$ cat src/rtl/seq_detect_ctrl.sv
// seq_detect_ctrl
//   Serialises a captured word LSB-first into an attached "101" sequence
//   detector. It clears the detector before each scan and collects the
//   detector's match flags into a per-bit hit map and a hit count.
//
// Parameters
//   DET_LAT     detector latency in clocks (0..3). This is the delay from a bit
//               on in_seq to its match flag on out_seq.
//
// Ports
//   clk         rising-edge clock
//   reset       synchronous, active-high reset
//   data_in     word to scan, sent LSB-first
//   len_in      number of bits to scan; 0 or >16 means 16
//   data_valid  request; captured when data_ready is high
//   data_ready  high only while idle
//   abort       cancels a scan in progress (ignored when idle or done)
//   det_rst     registered synchronous clear to the detector
//   in_seq      registered serial bit to the detector
//   out_seq     detector match flag
//   busy        high whenever not idle
//   done        one-cycle pulse when hit_count/hit_map are final
//   hit_count   number of matches in the last word (saturates at 16)
//   hit_map     bit k set = match attributed to bit index k
module seq_detect_ctrl #(
  parameter int DET_LAT = 1
) (
  input  logic        clk,
  input  logic        reset,
  input  logic [15:0] data_in,
  input  logic [4:0]  len_in,
  input  logic        data_valid,
  output logic        data_ready,
  input  logic        abort,
  output logic        det_rst,
  output logic        in_seq,
  input  logic        out_seq,
  output logic        busy,
  output logic        done,
  output logic [4:0]  hit_count,
  output logic [15:0] hit_map
);

  localparam logic [2:0] IDLE  = 3'd0;
  localparam logic [2:0] CLEAR = 3'd1;
  localparam logic [2:0] SHIFT = 3'd2;
  localparam logic [2:0] DRAIN = 3'd3;
  localparam logic [2:0] DONE  = 3'd4;

  localparam logic [5:0] LAT6 = 6'(DET_LAT);
  localparam logic [4:0] LAT5 = 5'(DET_LAT);

  function automatic logic [4:0] eff_len(input logic [4:0] l);
    return (l == 5'd0 || l > 5'd16) ? 5'd16 : l;
  endfunction

  function automatic logic [4:0] sat_inc(input logic [4:0] c);
    return (c >= 5'd16) ? 5'd16 : c + 5'd1;
  endfunction

  logic [2:0]  state_q;
  logic [15:0] shreg_q;
  logic [4:0]  len_q;
  logic [4:0]  cyc_q;
  logic        det_rst_q;
  logic        in_seq_q;
  logic [4:0]  hit_count_q;
  logic [15:0] hit_map_q;

  // cyc_q counts SHIFT+DRAIN cycles from the first SHIFT cycle. The sample
  // taken at the end of cycle cyc belongs to bit cyc-DET_LAT. Early cycles
  // give a negative index, which shows up in the sign bit and is discarded.
  logic [5:0]  idx_ext;
  logic        hit_now;
  logic [4:0]  shift_last;
  logic [4:0]  drain_last;

  always_comb begin
    idx_ext    = {1'b0, cyc_q} - LAT6;
    hit_now    = ((state_q == SHIFT) || (state_q == DRAIN)) && out_seq &&
                 !idx_ext[5] && (idx_ext[4:0] < len_q);
    shift_last = len_q - 5'd1;
    drain_last = len_q + LAT5 - 5'd1;
  end

  // Data path: word shift register and length, loaded on handshake only
  always_ff @(posedge clk) begin
    if (state_q == IDLE && data_valid) begin
      shreg_q <= data_in;
      len_q   <= eff_len(len_in);
    end else if (state_q == CLEAR || (state_q == SHIFT && cyc_q != shift_last)) begin
      shreg_q <= shreg_q >> 1;
    end
  end

  // Control: FSM, detector drive and result accumulation
  always_ff @(posedge clk) begin
    if (reset) begin
      state_q     <= IDLE;
      det_rst_q   <= 1'b1;
      in_seq_q    <= 1'b0;
      cyc_q       <= 5'd0;
      hit_count_q <= 5'd0;
      hit_map_q   <= 16'd0;
    end else begin
      det_rst_q <= 1'b0;
      in_seq_q  <= 1'b0;
      case (state_q)
        IDLE: begin
          // Handshake takes priority over abort here; abort is a no-op in IDLE.
          if (data_valid) begin
            state_q     <= CLEAR;
            det_rst_q   <= 1'b1;
            cyc_q       <= 5'd0;
            hit_count_q <= 5'd0;
            hit_map_q   <= 16'd0;
          end
        end
        CLEAR, SHIFT, DRAIN: begin
          if (abort) begin
            state_q     <= IDLE;
            det_rst_q   <= 1'b1;
            cyc_q       <= 5'd0;
            hit_count_q <= 5'd0;
            hit_map_q   <= 16'd0;
          end else if (state_q == CLEAR) begin
            state_q  <= SHIFT;
            in_seq_q <= shreg_q[0];
          end else begin
            if (hit_now) begin
              hit_map_q[idx_ext[3:0]] <= 1'b1;
              hit_count_q             <= sat_inc(hit_count_q);
            end
            cyc_q <= cyc_q + 5'd1;
            if (state_q == SHIFT) begin
              // in_seq is registered, so the next bit is loaded one cycle
              // early and forced low once the last bit has been sent.
              if (cyc_q == shift_last) state_q <= (DET_LAT == 0) ? DONE : DRAIN;
              else                     in_seq_q <= shreg_q[0];
            end else if (cyc_q == drain_last) begin
              state_q <= DONE;
            end
          end
        end
        DONE:    state_q <= IDLE;
        default: state_q <= IDLE;
      endcase
    end
  end

  assign data_ready = (state_q == IDLE);
  assign busy       = (state_q != IDLE);
  assign done       = (state_q == DONE);
  assign det_rst    = det_rst_q;
  assign in_seq     = in_seq_q;
  assign hit_count  = hit_count_q;
  assign hit_map    = hit_map_q;

endmodule

$ cat config.mk
export PLATFORM = sky130hd
export DESIGN_NAME = seq_detect_ctrl
export DESIGN_NICKNAME = d
export VERILOG_FILES = /design/src/rtl/seq_detect_ctrl.sv
export SDC_FILE = /design/constraint.sdc
export NUM_CORES = 1
export LEC_CHECK = 0
export ABC_AREA = 1
export CORE_ASPECT_RATIO = 0.9
export CORE_MARGIN = 3
export CORE_UTILIZATION = 47
export DETAILED_ROUTE_END_ITERATION = 7
export GPL_ROUTABILITY_DRIVEN = 1
export PLACE_DENSITY = 0.76
export SYNTH_ARGS = -nofsm -noshare
export SYNTH_HDL_FRONTEND = slang
export SYNTH_SLANG_ARGS = --single-unit
$ cat constraint.sdc
create_clock -name clk -period 2 [get_ports clk]
set_input_delay 0.4 -clock clk [delete_from_list [all_inputs] [get_ports clk]]
set_output_delay 0.4 -clock clk [all_outputs]
set_load 0.02 [all_outputs]
* After elaboration in Yosys (flattened, before gate mapping)
Cells that the tools add are included.
** Cells by class
- Equality and inequality tests :: 12
- Reduce and logical (&&, ||, !) cells :: 20
- Multiplexer cells :: 31
- Bitwise logic cells :: 2
- $lt $le $gt $ge :: 5
- Add/sub/neg operators :: 6
** Operators by type and width (count)
- 2-to-1 mux 16 bit :: 6
- 2-to-1 mux 5 bit :: 7
- case mux 16 bit (2 select lines) :: 1
- case mux 5 bit (2 select lines) :: 2
- 2-to-1 mux 3 bit :: 6
- bitwise OR 16 bit :: 1
- adder 5 x 1 -> 5 bit, second input constant :: 3
- equality test 5 bit :: 2
- inequality test 5 bit, second input constant :: 2
- subtractor 5 x 1 -> 5 bit, second input constant :: 2
- equality test 3 x 2 -> 1 bit, second input constant :: 2
- logical AND 1 bit :: 6
- 2-to-1 mux 1 bit :: 6
- inequality test 3 bit, second input constant :: 2
- case mux 3 bit (2 select lines) :: 1
- AND reduction 3 bit :: 2
- OR reduction 3 bit :: 2
- subtractor 5 x 1 -> 6 bit, second input constant :: 1
- greater-or-equal comparator 5 bit, second input constant :: 1
- greater-than comparator 5 bit, second input constant :: 1
- zero test 5 bit :: 1
- < comparator 4 x 5 -> 1 bit, second input constant :: 1
- < comparator 5 bit :: 1
- inequality test 5 bit :: 1
- 13 further kinds :: 16
** Word-level totals
- Word-level logic and storage cells :: 84
- Output and inout bits :: 26
- Input port bits :: 26
- Register bits after elaboration :: 52

* Longest topological paths before layout
Gate-level depths: netlist (run 1).
- Depth after elaboration :: 10
- Mapped depth :: 15
- Gate-level depth less buffers :: 15

* Worst setup path after synthesis (run 1)
Ideal clock, no wire load.
- Path kind :: reg2reg
- Start :: register cyc_q[1]
- End :: register hit_map_q[15] (netlist: hit_map[15])
- Arrival :: 2.165 ns
- Slack :: -0.231 ns
- Library setup time :: 0.066 ns
- Path buffers :: 1
- Data required time :: 1.934 ns
- Clock period less this slack :: 2.231 ns
- Stages on the path, launching flop included :: 16
- Cells stage by stage :: dfxtp_1 > inv_1 > ha_1 > xnor2_1 > inv_1 > ha_1 > nand2_1 > nand2_1 > nand2_1 > nand2_1 > nor2_1 > nand3_2 > nand2_4 > buf_6 > nand3_1 > a21oi_2
** On the way
- Word-level cells in the longest chain between the ends :: 10
- Elaborated cells on any way between the ends :: 17
- Those cells by class :: add/sub (1); order compare (3); eq/ne (1); mux (6); bitwise (1); reduce/logical (5)
** RTL lines
- from (decl) :: RTL line 64 : logic [4:0] cyc_q;
- from (signal assigned) :: RTL line 134 : cyc_q <= cyc_q + 5'd1;
- subtractor 5 x 1 -> 6 bit * :: RTL line 79 : idx_ext = {1'b0, cyc_q} - LAT6;
- < comparator 4 x 5 -> 1 bit (not written as such) or greater-or-equal comparator 4 x 1 -> 1 bit (tied branches) :: RTL line 131 : hit_map_q[idx_ext[3:0]] <= 1'b1;
- logical AND 1 bit (not written as such) :: RTL line 131
- 2-to-1 mux 1 bit (not written as such) :: RTL line 131
- demux 1 bit (select 4 bit) :: RTL line 131
- bitwise OR 16 bit (no line)
- 2-to-1 mux 16 bit :: RTL line 130 : if (hit_now) begin
- 2-to-1 mux 16 bit :: RTL line 126 : end else if (state_q == CLEAR) begin
- 2-to-1 mux 16 bit :: RTL line 120 : if (abort) begin
- case mux 16 bit (2 select lines) :: RTL line 108 : case (state_q)
- to (signal assigned) :: RTL line 116 : hit_map_q <= 16'd0;
- to (signal assigned) :: RTL line 125 : hit_map_q <= 16'd0;
- to (signal, indexed assignment) :: RTL line 131
- to (decl) :: RTL line 68 : logic [15:0] hit_map_q;
Mark *: on every way between the ends. The rest lies on a longest branch, timed or not. The select of a mux whose other input is x is not followed.
A chain may end at the register's enable or synchronous reset.

* Worst setup path in the final report (run 1)
- Start :: register cyc_q[0]
- End :: register hit_map_q[8] (netlist: hit_map[8])
The elaborated chain is that of the path after synthesis.

==> impl_metrics.csv, run 1 <==
group,metric,value,unit
sta,worst_pin_slew,0.513,ns
sta,report.final.hold_viol_count,0,
clock_tree,cts-root-buf,"clkbuf_8",
clock_tree,worst_setup_hold_path_clk_slew,0.09,ns
layout,fin_cells,496,
detailed_routing,routed_wirelength,6.40,mm
synthesis,post_synth_edffs,21,
clock_tree,worst_skew_pair.late_latency,0.31,ns
pwr,fin_total_pwr,2.91,mW
synthesis,yosys.area.top_type_share,0.226,
sta,finalCritPeriodShare,1.09,
worst_setup_path,worst_setup_end_kind,"register",
layout,seqCellArea,1260,um^2
global_route,grt.total_usage,0.193,
pwr,seq_power_share,0.442,
layout,post_route_cells_drive_above_1_share,0.216,
placed_design,post_dp_cell_area,3530,um^2
floorplanning,design.portCount,52,
floorplanning,dieWidth,87.3,um
worst_setup_path,critPathKind,"reg2reg",
detailed_routing,vias_per_cell,5.03,
clock_tree,cts.hold.buffers_added,0,
sta,worst_slack,-0.180,ns
synthesis,dominantRegCellSynth,"dfxtp_1",
synthesis,yosys.area.top_type,"edfxtp_1",
layout,utilization,0.670,
detailed_routing,routed-via-count,2495,
synthesis,netlist-cell-type-count,35,
global_route,first_pass_grt_wire_length,10.8,mm
synthesis,synth_most_common_cell,"nand2_1",
layout,area_growth,37.2,%
sta,fin_skew,0.00601,ns
pwr,netSwitchingFraction,0.322,
flow_run,cap_viol_max_count,0,
synthesis,post_synth_main_area_contributors,"edfxtp_1, dfxtp_1, nand2_1, inv_1, nand3_1",
global_route,maximum_number_of_pins_on_one_net_before_global_route_repair,23,
synthesis,asyncSetResetFlopFracSynth,0,
synthesis,synth_seq_cells,52,
synthesis,mappedNetlistArea,2800,um^2
synthesis,synthesized_nets,388,
pwr,p_int,1.97,mW
layout,final.fill_count,474,
synthesis,synth_warnings,0,
global_route,initial_antenna_violation_count,0,
sta,timing.final.crit_period,2.18,ns
floorplanning,fp.dieArea,6910,um^2
placed_design,numPlacedInstances,485,
sta,finalSetupViolations,21,
floorplanning,die-height,79.2,um
detailed_routing,drcViolationCount,0,
sta,fmaxAchievable,0.459,GHz
floorplanning,rows,26,
worst_setup_path,timing.critical_path.required,2.24,ns
layout,footprint_of_the_multi_input_gates,1480,um^2
clock_tree,clockBufferDepth,2,
detailed_routing,drt_first_iter_violations,101,
sta,final_sum_of_negative_setup_slack,-2.76,ns
clock_tree,numCtsBuffers,5,
sta,rsz_0062_raised_after_global_routing,"true",
layout,insertedDiodeCount,0,
floorplanning,floorplan.initialDensity,0.488,
sta,slew_headroom,0.656,
detailed_routing,drt_first_pass_iters,4,
pwr,worst_ir_drop_vdd,498,uV
placed_design,gp_routability_congestion,0.886,
run_status,failing_checks,"setup timing",
layout,fin_area,3840,um^2
detailed_routing,antenna_violating_nets_post_route,0,
synthesis,synth_area_per_cell,7.99,um^2
detailed_routing,routedWlPerCell,12.9,um
worst_hold_path,holdCritPathClass,"reg2reg",
synthesis,postSynthCellCount,350,
floorplanning,core_area,5730,um^2
pwr,power_per_cell_area,759,nW/um^2
placed_design,total_half_perimeter_wirelength_after_legalization_and_detailed_placement,4.50,mm
layout,design.final.nets,463,
clock_tree,clock_tree.htree_level_count,2,
worst_setup_path,cp_max_fo,11,
global_route,grt_overflow_total,0,
placed_design,port_buffer_count,51,
pwr,p_leak,1.58,nW
pwr,combinationalPowerShare,0.309,
placed_design,pre_cts_slack,-0.102,ns
run_status,outcome,"finished, violations left",
pwr,power_frac_clock,0.249,
pwr,net_switching_power_of_the_design,939,uW
synthesis,synth_commonest_cells,"nand2_1, inv_1, nand3_1",
global_route,first_global_vias,2489,
synthesis,ys_seq_area_frac,0.448,
sta,timing_max_transition_violations_final,0,
clock_tree,tritoncts,"yes",
clock_tree,tritoncts_num_sinks,52,
worst_setup_path,startpoint_type,"register",
sta,final.hold.worst_slack,0.456,ns
worst_setup_path,critical_path_arrival,2.41,ns
-- per-layer routing --
metal	wire (um)	GRT usage	vias to the layer above	part of all wire
met5	0	0	-	0
met1	2830	0.239	1153	0.44
met3	261	0.0373	9	0.041
li1	-	-	1272	-
met4	90	0.0675	0	0.014
met2	3220	0.333	61	0.50
-- power groups by stage --
stage	Combinational [mW]	Clock (mW)	Sequential, mW
2_1_floorplan	0.496	0	1.32
3_3_place_gp	0.752	0	1.30
3_5_place_dp	0.777	0	1.31
4_1_cts	0.823	0.733	1.29
5_1_grt	0.999	0.776	1.30
6_report	0.899	0.726	1.29
-- sequential cells by signal (all words and copies together) (netlist names) --
| name | cells |
|---|---|
| shreg_q | 16 |
| det_rst | 1 |
| cyc_q | 5 |
| len_q | 5 |
| in_seq | 1 |
| state_q | 3 |
| hit_count | 5 |
| hit_map | 16 |
-- cells in the final DEF, fill, tap and decap left out, types with 2 or more instances in the layout --
cell type	count
inv_1	46
a21oi_2	14
nand2_8	2
clkbuf_8	5
clkdlybuf4s50_1	49
nor4_1	3
nor2_1	26
a21oi_1	9
nand2_2	5
nor3b_1	2
ha_1	11
nand2_1	92
buf_4	22
nand4_1	6
xor2_1	2
nor3_1	3
dfxtp_1	29
inv_2	8
nor2_2	3
nand3_4	5
nand3_1	25
nand3_2	9
nand2_4	2
edfxtp_1	21
nor2_4	4
-- kinds of logic (layout without fill, tap and decap cells) --
logic type | Yosys count | count (layout) | share of synthesized area
compound gates | 29 | 29 | 0.0707
xor+xnor | 5 | 5 | 0.0184
flops | 52 | 52 | 0.448
buf+inv | 63 | 137 | 0.0976
fa+ha+maj | 12 | 12 | 0.0537
simple gates | 189 | 191 | 0.312
-- cell type report --
| type | instances | area share |
|---|---|---|
| flip-flops and latches | 52 | 0.327 |
| multi-input cells | 237 | 0.385 |
| clock buffers | 5 | 0.0179 |
| inverters | 55 | 0.0545 |
| clock inverters | 3 | 0.0111 |
| repair buffers | 74 | 0.182 |
| well taps | 70 | 0.0228 |
-- critical path, stage by stage, from the launching register on --
cell and delay [ns]:
dfxtp_2 0.35, inv_2 0.07, ha_4 0.17, nand3_2 0.08, xor2_1 0.14, ha_1 0.31
a21oi_1 0.20, nand2_2 0.09, nor2_4 0.11, nand3_4 0.18, nand2_8 0.15, nand3_1 0.09
a21oi_1 0.16
-- path summary, 6_finish.rpt --
path / slack, ns / start / endpoint / cells past startpoint
worst max-delay path: -0.18 / cyc_q[0] / hit_map[8] / 12
worst min-delay path: 0.46 / hit_map[7] / hit_map[7] / 2
worst max register to register: -0.18 / cyc_q[0] / hit_map[8] / 12
worst min register to register: 0.46 / hit_map[7] / hit_map[7] / 2
-- what timing repair did --
action | 4_1_cts | 5_1_grt
buffers inserted | 1 | 0
pin swaps | 0 | 6
gates resized for setup | 9 | 28
gates cloned | 2 | 0
endpoints found under the setup margin | 22 | 38
Power figures use the tool's default switching activity.
==> run 2: changes to the inputs <==
- ABC_CLOCK_PERIOD_IN_PS: not set -> 2000
==> results of run 2 <==
Final layout, timing and power as in run 1 (identical DEF).
